**src/rtl/router_pkg.sv**
```systemverilog
// Shared defaults and helpers for the router output-side synchroniser.
//   DefNumCh  - default number of output channels/FIFOs
//   DefAddrW  - default width of the header address field
//   DefCntW   - default width of the per-channel timeout counter
//   addr_bits - smallest address width able to name every channel
package router_pkg;

  localparam int unsigned DefNumCh = 3;
  localparam int unsigned DefAddrW = 2;
  localparam int unsigned DefCntW  = 5;

  // Smallest w with 2**w >= n (at least 1).
  function automatic int unsigned addr_bits(input int unsigned n);
    int unsigned w;
    w = 1;
    while ((32'd1 << w) < n) begin
      w = w + 1;
    end
    return w;
  endfunction

endpackage

```
**src/rtl/router_sync_timer.sv**
```systemverilog
// One channel's unread-data timeout: idle counter, one-cycle soft reset pulse
// and sticky status bit.
//   clk, resetn  - clock, asynchronous active-low reset
//   vld          - channel FIFO holds data
//   rd           - channel FIFO is being read this cycle
//   cfg          - idle cycles before a soft reset; 0 disables the timeout
//   clr          - clears the sticky status (a coincident set wins)
//   soft_reset   - registered one-cycle flush pulse
//   sts          - sticky: this channel has issued a soft reset
module router_sync_timer
  import router_pkg::*;
#(
  parameter int unsigned CNT_W = DefCntW
) (
  input  logic             clk,
  input  logic             resetn,
  input  logic             vld,
  input  logic             rd,
  input  logic [CNT_W-1:0] cfg,
  input  logic             clr,
  output logic             soft_reset,
  output logic             sts
);

  logic [CNT_W-1:0] cnt_q, cnt_d;
  logic             pulse_q, pulse_d;
  logic             sts_q, sts_d;
  logic             idle;

  assign idle = vld & ~rd;

  always_comb begin
    cnt_d   = '0;
    pulse_d = 1'b0;
    if (cfg == '0) begin
      cnt_d   = '0;
      pulse_d = 1'b0;
    end else if (pulse_q) begin
      // Counting is held off for the pulse cycle, so a still-stuck FIFO
      // re-fires after cfg+1 cycles.
      cnt_d   = '0;
      pulse_d = 1'b0;
    end else if (idle && (cnt_q >= (cfg - CNT_W'(1)))) begin
      cnt_d   = '0;
      pulse_d = 1'b1;
    end else if (idle) begin
      cnt_d = (cnt_q == '1) ? cnt_q : cnt_q + CNT_W'(1);
    end else begin
      cnt_d = '0;
    end
  end

  always_comb begin
    sts_d = sts_q;
    if (pulse_d && !pulse_q) begin
      sts_d = 1'b1;
    end else if (clr) begin
      sts_d = 1'b0;
    end
  end

  always_ff @(posedge clk or negedge resetn) begin
    if (!resetn) begin
      cnt_q   <= '0;
      pulse_q <= 1'b0;
      sts_q   <= 1'b0;
    end else begin
      cnt_q   <= cnt_d;
      pulse_q <= pulse_d;
      sts_q   <= sts_d;
    end
  end

  assign soft_reset = pulse_q;
  assign sts        = sts_q;

endmodule

```
**src/rtl/router_sync_n.sv**
```systemverilog
// Address/flow-control synchroniser between the router input FSM and NUM_CH
// output FIFOs. Latches the header address, steers the write enable to one
// FIFO, muxes back that FIFO's full flag, reports per-channel valid and
// flushes FIFOs whose data sits unread too long.
//   clk, resetn    - clock, asynchronous active-low reset
//   detect_add     - header present; latch data_in as the destination
//   data_in        - destination address field
//   write_enb_reg  - write request from the router FSM
//   full, empty    - per-FIFO status
//   read_enb       - per-FIFO read enable from the output side
//   timeout_cfg    - idle cycles before soft reset; 0 disables
//   sts_clr        - clears timeout_sts
//   fifo_full      - full flag of the addressed FIFO (0 if address invalid)
//   write_enb      - one-hot decoded write enable
//   vld_out        - per-channel data valid
//   soft_reset     - per-channel one-cycle flush pulse
//   addr_err       - latched address is out of range
//   timeout_sts    - per-channel sticky soft-reset status
module router_sync_n
  import router_pkg::*;
#(
  parameter int unsigned NUM_CH = DefNumCh,
  parameter int unsigned ADDR_W = DefAddrW,
  parameter int unsigned CNT_W  = DefCntW
) (
  input  logic              clk,
  input  logic              resetn,
  input  logic              detect_add,
  input  logic [ADDR_W-1:0] data_in,
  input  logic              write_enb_reg,
  input  logic [NUM_CH-1:0] full,
  input  logic [NUM_CH-1:0] empty,
  input  logic [NUM_CH-1:0] read_enb,
  input  logic [CNT_W-1:0]  timeout_cfg,
  input  logic              sts_clr,
  output logic              fifo_full,
  output logic [NUM_CH-1:0] write_enb,
  output logic [NUM_CH-1:0] vld_out,
  output logic [NUM_CH-1:0] soft_reset,
  output logic              addr_err,
  output logic [NUM_CH-1:0] timeout_sts
);

  if (ADDR_W < addr_bits(NUM_CH)) begin : g_bad_addr_w
    $error("router_sync_n: ADDR_W too narrow to address NUM_CH channels");
  end

  // One extra bit so NUM_CH == 2**ADDR_W is still representable.
  localparam logic [ADDR_W:0] NumChL = (ADDR_W + 1)'(NUM_CH);

  logic [ADDR_W-1:0] addr_q;
  logic              addr_vld_q;
  logic              addr_err_q;
  logic              in_range;

  assign in_range = ({1'b0, data_in} < NumChL);

  always_ff @(posedge clk or negedge resetn) begin
    if (!resetn) begin
      addr_q     <= '0;
      addr_vld_q <= 1'b0;
      addr_err_q <= 1'b0;
    end else if (detect_add) begin
      addr_q     <= data_in;
      addr_vld_q <= in_range;
      addr_err_q <= ~in_range;
    end
  end

  assign addr_err = addr_err_q;

  // Decode from the registered address; a write in the detect_add cycle
  // still goes to the previous destination.
  always_comb begin
    write_enb = '0;
    fifo_full = 1'b0;
    for (int unsigned i = 0; i < NUM_CH; i++) begin
      if (addr_vld_q && (addr_q == ADDR_W'(i))) begin
        write_enb[i] = write_enb_reg;
        fifo_full    = full[i];
      end
    end
  end

  assign vld_out = ~empty;

  for (genvar g = 0; g < NUM_CH; g++) begin : g_timer
    router_sync_timer #(
      .CNT_W(CNT_W)
    ) u_timer (
      .clk       (clk),
      .resetn    (resetn),
      .vld       (vld_out[g]),
      .rd        (read_enb[g]),
      .cfg       (timeout_cfg),
      .clr       (sts_clr),
      .soft_reset(soft_reset[g]),
      .sts       (timeout_sts[g])
    );
  end

endmodule

```
**config.mk**
```make
export PLATFORM = sky130hd
export DESIGN_NAME = router_sync_n
export DESIGN_NICKNAME = d
export VERILOG_FILES = /design/src/rtl/router_pkg.sv /design/src/rtl/router_sync_timer.sv /design/src/rtl/router_sync_n.sv
export SDC_FILE = /design/constraint.sdc
export NUM_CORES = 1
export LEC_CHECK = 0
export ABC_AREA = 1
export CORE_MARGIN = 3
export CORE_UTILIZATION = 51
export CTS_BUF_LIST = sky130_fd_sc_hd__clkbuf_16
export CTS_CLUSTER_SIZE = 16
export DETAILED_ROUTE_END_ITERATION = 10
export GPL_TIMING_DRIVEN = 0
export PLACE_DENSITY = 0.79
export SLEW_MARGIN = 10
export SYNTH_ARGS = -nofsm -noshare
export SYNTH_HDL_FRONTEND = slang
export SYNTH_SLANG_ARGS = --single-unit
```
**constraint.sdc**
```tcl
create_clock -name clk -period 1.9 [get_ports clk]
set_input_delay 0.38 -clock clk [delete_from_list [all_inputs] [get_ports clk]]
set_output_delay 0.38 -clock clk [all_outputs]
set_load 0.05 [all_outputs]
```
# Word-level counts from Yosys, hierarchy flattened
# Cells that the tools add are included.
[word_totals] reg_bits=25 in_bits=21 word_cells=87
[op_classes] add_sub_neg=4 order_cmp=4 n_eq_ne=8 mux=34 bitwise=8 n_reduce_logical=17
[ops] operator="2-to-1 mux 5 bit" count=15
[ops] operator="2-to-1 mux 1 bit" count=19
[ops] operator="adder 5 x 1 -> 5 bit, second input constant" count=3
[ops] operator="== test 5 bit, second input constant" count=3
[ops] operator=">= comparator 5 bit" count=3
[ops] operator="inequality test 5 x 4 -> 1 bit, second input constant" count=3
[ops] operator="logical AND 1 bit" count=9
[ops] operator="nonzero test 2 bit" count=3
[ops] operator="zero test 5 bit" count=1
[ops] operator="subtractor 5 x 1 -> 5 bit, second input constant" count=1
[ops] operator="inverter 1 bit" count=4
[ops] operator="AND 1 bit" count=3
[ops] operator="zero test 1 bit" count=3
[ops] operator="inverter 3 bit" count=1
[ops] operator="== test 2 x 1 -> 1 bit, second input constant" count=1
[ops] operator="== test 2 bit, second input constant" count=1
[ops] operator="zero test 2 bit" count=1
[ops] operator="< comparator 2 bit, second input constant" count=1

# Depth between registers and ports, before layout
# Gate-level depths: netlist of the first run.
[logic_depth] depth_word=8 mapped_depth=14 mapped_depth_nobuf=14

# Hierarchy
# A second synthesis of the first run with hierarchy kept.
[hier_totals] cells_unflattened=215 hier_area_um2=1794.2
[by_module_without_submodules] mod="router_sync_timer" n_inst=3 cells_each=62 area_each_um2=525.5 seq_area_each_um2=175.2
[by_module_without_submodules] mod="router_sync_n" n_inst=1 cells_each=29 area_each_um2=217.7 seq_area_each_um2=100.1

# Worst setup path before layout of the first run
# No wires, ideal clock.
[synth_path] path_kind="register -> output" start="register addr_q[1]" end="output write_enb[2]" arrival_ps=1968 required_time_ps=1520 path_slack_ps=-448 stages_incl_launch_ff=3 path_buffers=0 path_cell_list="dfrtp_1 inv_1 nor4_1"
[synth_via] elab_chain_cells=3
[synth_rtl] item="from (decl)" line="router_sync_n.sv:51" source="logic [ADDR_W-1:0] addr_q;"
[synth_rtl] item="from (signal assigned)" line="router_sync_n.sv:64" source="addr_q <= data_in;"
[synth_rtl] item="== test 2 bit" line="router_sync_n.sv:78" source="if (addr_vld_q && (addr_q == ADDR_W'(i))) begin"
[synth_rtl] item="logical AND 1 bit" line="router_sync_n.sv:78"
[synth_rtl] item="2-to-1 mux 1 bit" line="router_sync_n.sv:78"
[synth_rtl] item="to (decl)" line="router_sync_n.sv:37" source="output logic [NUM_CH-1:0] write_enb,"
# No other way between the ends.

# Worst setup path in the final report of the first run
[layout_path] start="register g_timer[0].u_timer.pulse_q" end="output soft_reset[0]"
[layout_lines] item="from (decl)" line="router_sync_timer.sv:26" source="logic pulse_q, pulse_d;"
[layout_lines] item="from (signal assigned)" line="router_sync_timer.sv:69" source="pulse_q <= pulse_d;"
[layout_lines] item="to (decl)" line="router_sync_n.sv:39" source="output logic [NUM_CH-1:0] soft_reset,"
# No word-level cell between the ends.

==> results.py, run 1 <==
metrics = {
    "outcome": {
        "status": "complete, no violations",
    },
    "yosys": {
        "synth-main-ff-cell": "dfrtp_1",
        "synth_top_area_share": 0.362,
        "syn-num-nets": 266,
        "yosysMostFrequentCell": "nand2_1",
        "synth_common_cells": "nand2_1 (52), inv_1 (44), dfrtp_1 (25)",
        "syn_inst": 229,
        "async_reset_ff_frac": 1.00,
        "synthesis.area_um2": 1730,
        "yosysWarnings": 0,
        "ys_seq_area_frac": 0.362,
        "syn_avg_cell_area_um2": 7.54,
        "synth_edf_count": 0,
        "synth_cell_types": 20,
        "yosysTopAreaCell": "dfrtp_1",
        "synthTopCellsByArea": "dfrtp_1 (36%), ha_1 (12%), nand2_1 (11%)",
        "synth-seq-cells": 25,
    },
    "floorplan": {
        "num_io_pins": 35,
        "start_util": 0.548,
        "die_width_um": 64.2,
        "row_count": 20,
        "dieArea_um2": 4120,
        "die_y_um": 64.2,
        "core-area_um2": 3150,
    },
    "setup_path": {
        "start_kind": "flop",
        "critPathLaunch": "g_timer[0].u_timer.soft_reset$_DFF_PN0_",
        "end_kind": "output port",
        "r2r-start": "g_timer[1].u_timer.cnt_q[1]$_DFFE_PN0P_",
        "r2r_cells": 10,
        "crit_family": "buffers and inverters",
        "worstReg2RegEnd": "g_timer[1].u_timer.cnt_q[4]$_DFFE_PN0P_",
        "ff2ff_setup_slack_ns": 0.34,
        "critPathBufInv": 2,
        "critPathMaxStageDelay_ns": 0.78,
        "crit_required_ns": 1.52,
        "crit_chain": "buf_4, clkdlybuf4s50_1",
        "cp.arrival_ns": 1.48,
        "slowest_stage": "clkdlybuf4s50_1",
        "crit_type": "reg -> out",
        "crit_fanout": 2,
    },
    "power_and_ir_drop": {
        "power.switching_mw": 0.375,
        "power_frac_seq": 0.427,
        "switching_share": 0.283,
        "combPwrFrac": 0.217,
        "peakVddDrop_uv": 354,
        "p_leak_nw": 1.31,
        "clkPwrFrac": 0.356,
        "powerDensity_nw_per_um2": 593,
        "p_int_mw": 0.950,
    },
    "clock_network": {
        "cts_buffer_depth": 2,
        "cts_sinks": 25,
        "cts_made_buffers": 3,
        "cts_root_buf": "clkbuf_16",
        "cts.htree.levels": 1,
        "clkLatencyLatePin_ns": 0.26,
        "cts_tree": "built",
        "clkTransAtPathRegs_ns": 0.06,
    },
    "grt": {
        "grt_pass1_wl_um": 6370,
        "track_usage": 0.189,
        "grt_max_degree": 26,
        "overflow": 0,
        "grt_pass1_vias": 1513,
        "antenna_found_initial": 0,
    },
    "min_path": {
        "hold_path_class": "in -> async",
    },
    "timing": {
        "finalCritPeriodShare": 0.980,
        "setup_viol": 0,
        "maxSlewViolCount": 0,
        "hold_viol": 0,
        "maxSlewHeadroom": 0.623,
        "tightest_slew_ns": 0.566,
        "max_freq_ghz": 0.537,
        "period_needed_ns": 1.86,
        "fin_skew_ns": 0.00161,
        "fin_setup_tns_ns": 0,
    },
    "cells_and_area": {
        "layout-drive-gt1-share": 0.141,
        "diodes": 0,
        "fin_cells": 314,
        "finalNetCount": 308,
        "area_growth_syn_to_layout_pct": 29.6,
    },
    "run": {
        "maxCapViolCount": 0,
    },
    "detailed_routing": {
        "first_pass_iters": 4,
        "drc_errors": 0,
        "via_per_inst": 4.85,
        "routed_wl_um": 3630,
        "post_drt_wl_per_cell_um": 11.6,
        "initialDrtViolationCount": 79,
        "antenna_left": 0,
        "vias": 1524,
    },
    "placement": {
        "gp_congestion": 0.818,
        "hpwlAfterDp_um": 2720,
        "placed_cells": 307,
        "port-buffer-count": 34,
    },
}
==> layout make-up <==
class | instances | area, µm²
buffer | 9 | 67.6
timing repair buffer | 37 | 345
fill | 268 | 916
multi-input combinational | 151 | 898
sequential | 25 | 626
clock inverter | 1 | 5.00
inverter | 44 | 165
tap | 44 | 55.1
clock buffer | 3 | 75.1
==> how the worst max path moves through the flow <==
stage	endpoint	slack [ns]	cells past startpoint
2_1_floorplan	write_enb[2]	-0.45	2
3_3_place_gp	g_timer[1].u_timer.cnt_q[1]$_DFFE_PN0P_	-0.75	14
3_5_place_dp	g_timer[1].u_timer.cnt_q[1]$_DFFE_PN0P_	-0.78	14
4_1_cts	fifo_full	0.006	4
5_1_grt	vld_out[2]	-0.01	4
6_report	soft_reset[0]	0.04	2
==> timing repair <==
action,in CTS,in global routing
endpoints found under the setup margin,28,25
resized for setup,26,17
cloned,0,0
buffers inserted,3,0
hold buffers,0,0
pin swaps,7,3
==> logic make-up (layout without fill, tap and decap cells) <==
family / count (synthesis) / count (layout) / synth area share
and+or+nand+nor: 117 / 117 / 0.303
buffers and inverters: 53 / 94 / 0.135
DFF: 25 / 25 / 0.362
adders and majority gates: 16 / 16 / 0.116
xor gates and xnor gates: 9 / 9 / 0.0457
AOI/OAI and AO/OA: 6 / 6 / 0.0210
muxes: 3 / 3 / 0.0174
==> stage by stage <==
| stage | setup slack (ns) | hold slack, ns | util | instance area [µm²] | power (mW) |
|---|---|---|---|---|---|
| 2_1_floorplan | -0.448 | 0.0844 | - | 1730 | 0.748 |
| 3_3_place_gp | -0.751 | 0.466 | 0.673 | 2120 | 0.854 |
| 3_5_place_dp | -0.784 | 0.473 | 0.673 | 2120 | 0.861 |
| 4_1_cts | 0.00565 | 0.490 | 0.714 | 2250 | 1.34 |
| 5_1_grt | -0.0138 | 0.149 | 0.710 | 2240 | 1.39 |
| 6_report | 0.0387 | 0.108 | 0.710 | 2240 | 1.33 |
==> placed cells by master, fill, tap and decap left out, drive strengths merged, types with 6 or more instances in the layout <==
cell,n
buf,16
clkdlybuf4s50,18
dfrtp,25
dlymetal6s2s,6
ha,16
inv,44
nand2,58
nand3,22
nand4,6
nor2,25
xor2,7
==> power groups by stage <==
stage | registers (mW) | clock network (mW) | logic, mW
floorplan | 0.578 | 0 | 0.170
global placement | 0.574 | 0 | 0.280
detailed placement | 0.576 | 0 | 0.285
CTS | 0.566 | 0.478 | 0.295
global route | 0.568 | 0.503 | 0.324
finish | 0.566 | 0.472 | 0.287
==> flip-flops by register name (all words and copies together), names as in the netlist <==
name and cells:
g_timer.u_timer.sts 3, addr_q 2, addr_vld_q 1, g_timer.u_timer.soft_reset 3, g_timer.u_timer.cnt_q 15, addr_err 1
==> worst register-to-register path, stage by stage, from the launching register on <==
cell,delay (ns)
dfrtp_1,0.43
ha_1,0.20
nand2_1,0.06
nor2_1,0.11
ha_1,0.18
inv_1,0.07
nor2_1,0.18
nand2_1,0.07
nand2_1,0.07
inv_1,0.04
nor2_1,0.09
==> routing by layer <==
| layer | share of wire | GRT usage |
|---|---|---|
| met4 | 0.0091 | 0.0449 |
| met2 | 0.49 | 0.338 |
| met3 | 0.038 | 0.0404 |
| met5 | 0 | 0 |
| met1 | 0.46 | 0.230 |
(Power assumes the default switching activity.)
==> run 2: changes to the inputs <==
--- a/config.mk
+++ b/config.mk
@@ -13,7 +13,7 @@
 export DETAILED_ROUTE_END_ITERATION = 10
 export GPL_TIMING_DRIVEN = 0
 export PLACE_DENSITY = 0.79
-export SLEW_MARGIN = 10
+export SLEW_MARGIN = 40
 export SYNTH_ARGS = -nofsm -noshare
 export SYNTH_HDL_FRONTEND = slang
 export SYNTH_SLANG_ARGS = --single-unit
==> results.py, run 2 (synthesized netlist as in run 1, its figures left out) <==
metrics = {
    "outcome": {
        "status": "complete, no violations",
    },
    "timing": {
        "fin_setup_tns_ns": 0,
        "tightest_slew_ns": 0.570,
        "finalCritPeriodShare": 0.982,
        "period_needed_ns": 1.87,
        "maxSlewHeadroom": 0.620,
        "setup_viol": 0,
        "maxSlewViolCount": 0,
        "hold_viol": 0,
        "max_freq_ghz": 0.536,
        "fin_skew_ns": 0.00302,
    },
    "floorplan": {
        "row_count": 20,
        "start_util": 0.548,
        "num_io_pins": 35,
        "die_y_um": 64.2,
        "dieArea_um2": 4120,
        "core-area_um2": 3150,
        "die_width_um": 64.2,
    },
    "cells_and_area": {
        "top_register": "g_timer.u_timer.cnt_q",
        "layout_commonest_cell": "nand2_1",
        "final_cell_mix": "nand2_1 (52), inv_1 (42), dfrtp_1 (25)",
        "layout-drive-gt1-share": 0.141,
        "fin_cells": 314,
        "fillCellCount": 272,
        "largest_reg_flops": 15,
        "diodes": 0,
        "area_growth_syn_to_layout_pct": 29.4,
        "finalNetCount": 308,
    },
    "grt": {
        "antenna_found_initial": 0,
        "grt_max_degree": 26,
        "grt_pass1_wl_um": 6110,
        "overflow": 0,
        "grt_pass1_vias": 1444,
        "track_usage": 0.184,
    },
    "detailed_routing": {
        "initialDrtViolationCount": 61,
        "routed_wl_um": 3610,
        "drc_errors": 0,
        "via_per_inst": 4.87,
        "vias": 1528,
        "post_drt_wl_per_cell_um": 11.5,
        "antenna_left": 0,
        "first_pass_iters": 4,
    },
    "power_and_ir_drop": {
        "switching_share": 0.283,
        "combPwrFrac": 0.219,
        "peakVddDrop_uv": 387,
        "power.switching_mw": 0.375,
        "p_int_mw": 0.951,
        "p_leak_nw": 1.29,
        "power_frac_seq": 0.427,
        "powerDensity_nw_per_um2": 594,
        "clkPwrFrac": 0.355,
    },
    "setup_path": {
        "start_kind": "flop",
        "crit_type": "reg -> out",
        "r2r_cells": 10,
        "cp.arrival_ns": 1.49,
        "crit_required_ns": 1.52,
        "r2r-start": "g_timer[1].u_timer.cnt_q[1]$_DFFE_PN0P_",
        "ff2ff_setup_slack_ns": 0.36,
        "crit_fanout": 2,
        "end_kind": "output port",
        "worstReg2RegEnd": "g_timer[1].u_timer.cnt_q[1]$_DFFE_PN0P_",
    },
    "min_path": {
        "hold_path_class": "in -> async",
    },
    "clock_network": {
        "cts_made_buffers": 3,
        "clkTransAtPathRegs_ns": 0.06,
        "cts_hold_buffers": 0,
        "clkLatencyLatePin_ns": 0.26,
        "cts.htree.levels": 1,
        "cts_tree": "built",
        "cts_root_buf": "clkbuf_16",
        "cts_sinks": 25,
        "cts_buffer_depth": 2,
    },
    "placement": {
        "port-buffer-count": 34,
        "gp_congestion": 0.818,
        "placed_cells": 307,
        "hpwlAfterDp_um": 2710,
    },
    "run": {
        "maxCapViolCount": 0,
    },
}
## run 2: cell count changes in the layout (fill, tap and decap cells not counted)
cell / previous run / this run
clkdlybuf4s50_1: 18 / 19
dlymetal6s2s_1: 6 / 5
## run 2: worst max-delay path: stages, from the launching register on
cell and delay (ns):
dfrtp_1 0.34, buf_4 0.10, clkdlybuf4s50_1 0.78
## run 2: per-layer routing
| metal | vias to the layer above | GRT usage | share of wire |
|---|---|---|---|
| met1 | 692 | 0.228 | 0.44 |
| li1 | 794 | - | - |
| met3 | 5 | 0.0351 | 0.051 |
| met2 | 37 | 0.321 | 0.49 |
| met4 | 0 | 0.0554 | 0.013 |
| met5 | - | 0 | 0 |
## run 2: how the worst max path moves through the flow
stage | from | endpoint | slack [ns] | cells past startpoint
detailed placement | timeout_cfg[0] | g_timer[1].u_timer.cnt_q[1]$_DFFE_PN0P_ | -0.78 | 14
floorplan | addr_q[1]$_DFFE_PN0P_ | write_enb[2] | -0.45 | 2
global route | empty[2] | vld_out[2] | -0.01 | 4
CTS | g_timer[0].u_timer.sts$_DFFE_PN0P_ | timeout_sts[0] | 0.008 | 2
finish | g_timer[2].u_timer.sts$_DFFE_PN0P_ | timeout_sts[2] | 0.03 | 2
global placement | timeout_cfg[0] | g_timer[1].u_timer.cnt_q[1]$_DFFE_PN0P_ | -0.75 | 14
## run 2: power by group through the flow
stage / registers [mW] / logic (mW) / clock network, mW
5_1_grt: 0.569 / 0.323 / 0.498
2_1_floorplan: 0.578 / 0.170 / 0
4_1_cts: 0.566 / 0.296 / 0.480
3_5_place_dp: 0.576 / 0.284 / 0
6_report: 0.566 / 0.290 / 0.470
3_3_place_gp: 0.574 / 0.280 / 0
## run 2: cell type report
class / count / area (µm²) / share of cell area
Timing Repair Buffer: 37 / 343 / 0.153
Buffer: 9 / 67.6 / 0.0302
Sequential cell: 25 / 626 / 0.280
Inverter: 44 / 165 / 0.0739
Multi-Input combinational cell: 151 / 898 / 0.402
Clock inverter: 1 / 5.00 / 0.00224
Tap cell: 44 / 55.1 / 0.0246
Clock buffer: 3 / 75.1 / 0.0336
## run 2: per-stage QoR
stage | hold WS [ns] | util | power (mW) | cell area [µm²] | setup WS [ns]
6_report | 0.107 | 0.709 | 1.33 | 2230 | 0.0348
5_1_grt | 0.149 | 0.709 | 1.39 | 2230 | -0.0138
4_1_cts | 0.135 | 0.713 | 1.34 | 2250 | 0.00756
3_5_place_dp | 0.413 | 0.671 | 0.860 | 2120 | -0.785
3_3_place_gp | 0.466 | 0.673 | 0.854 | 2120 | -0.751
2_1_floorplan | 0.0844 | - | 0.748 | 1730 | -0.448
## run 2: timing repair
item | in CTS | in global routing
resized for setup | 26 | 16
pin swaps | 7 | 2
setup endpoints to repair | 28 | 22
setup buffers | 3 | 0
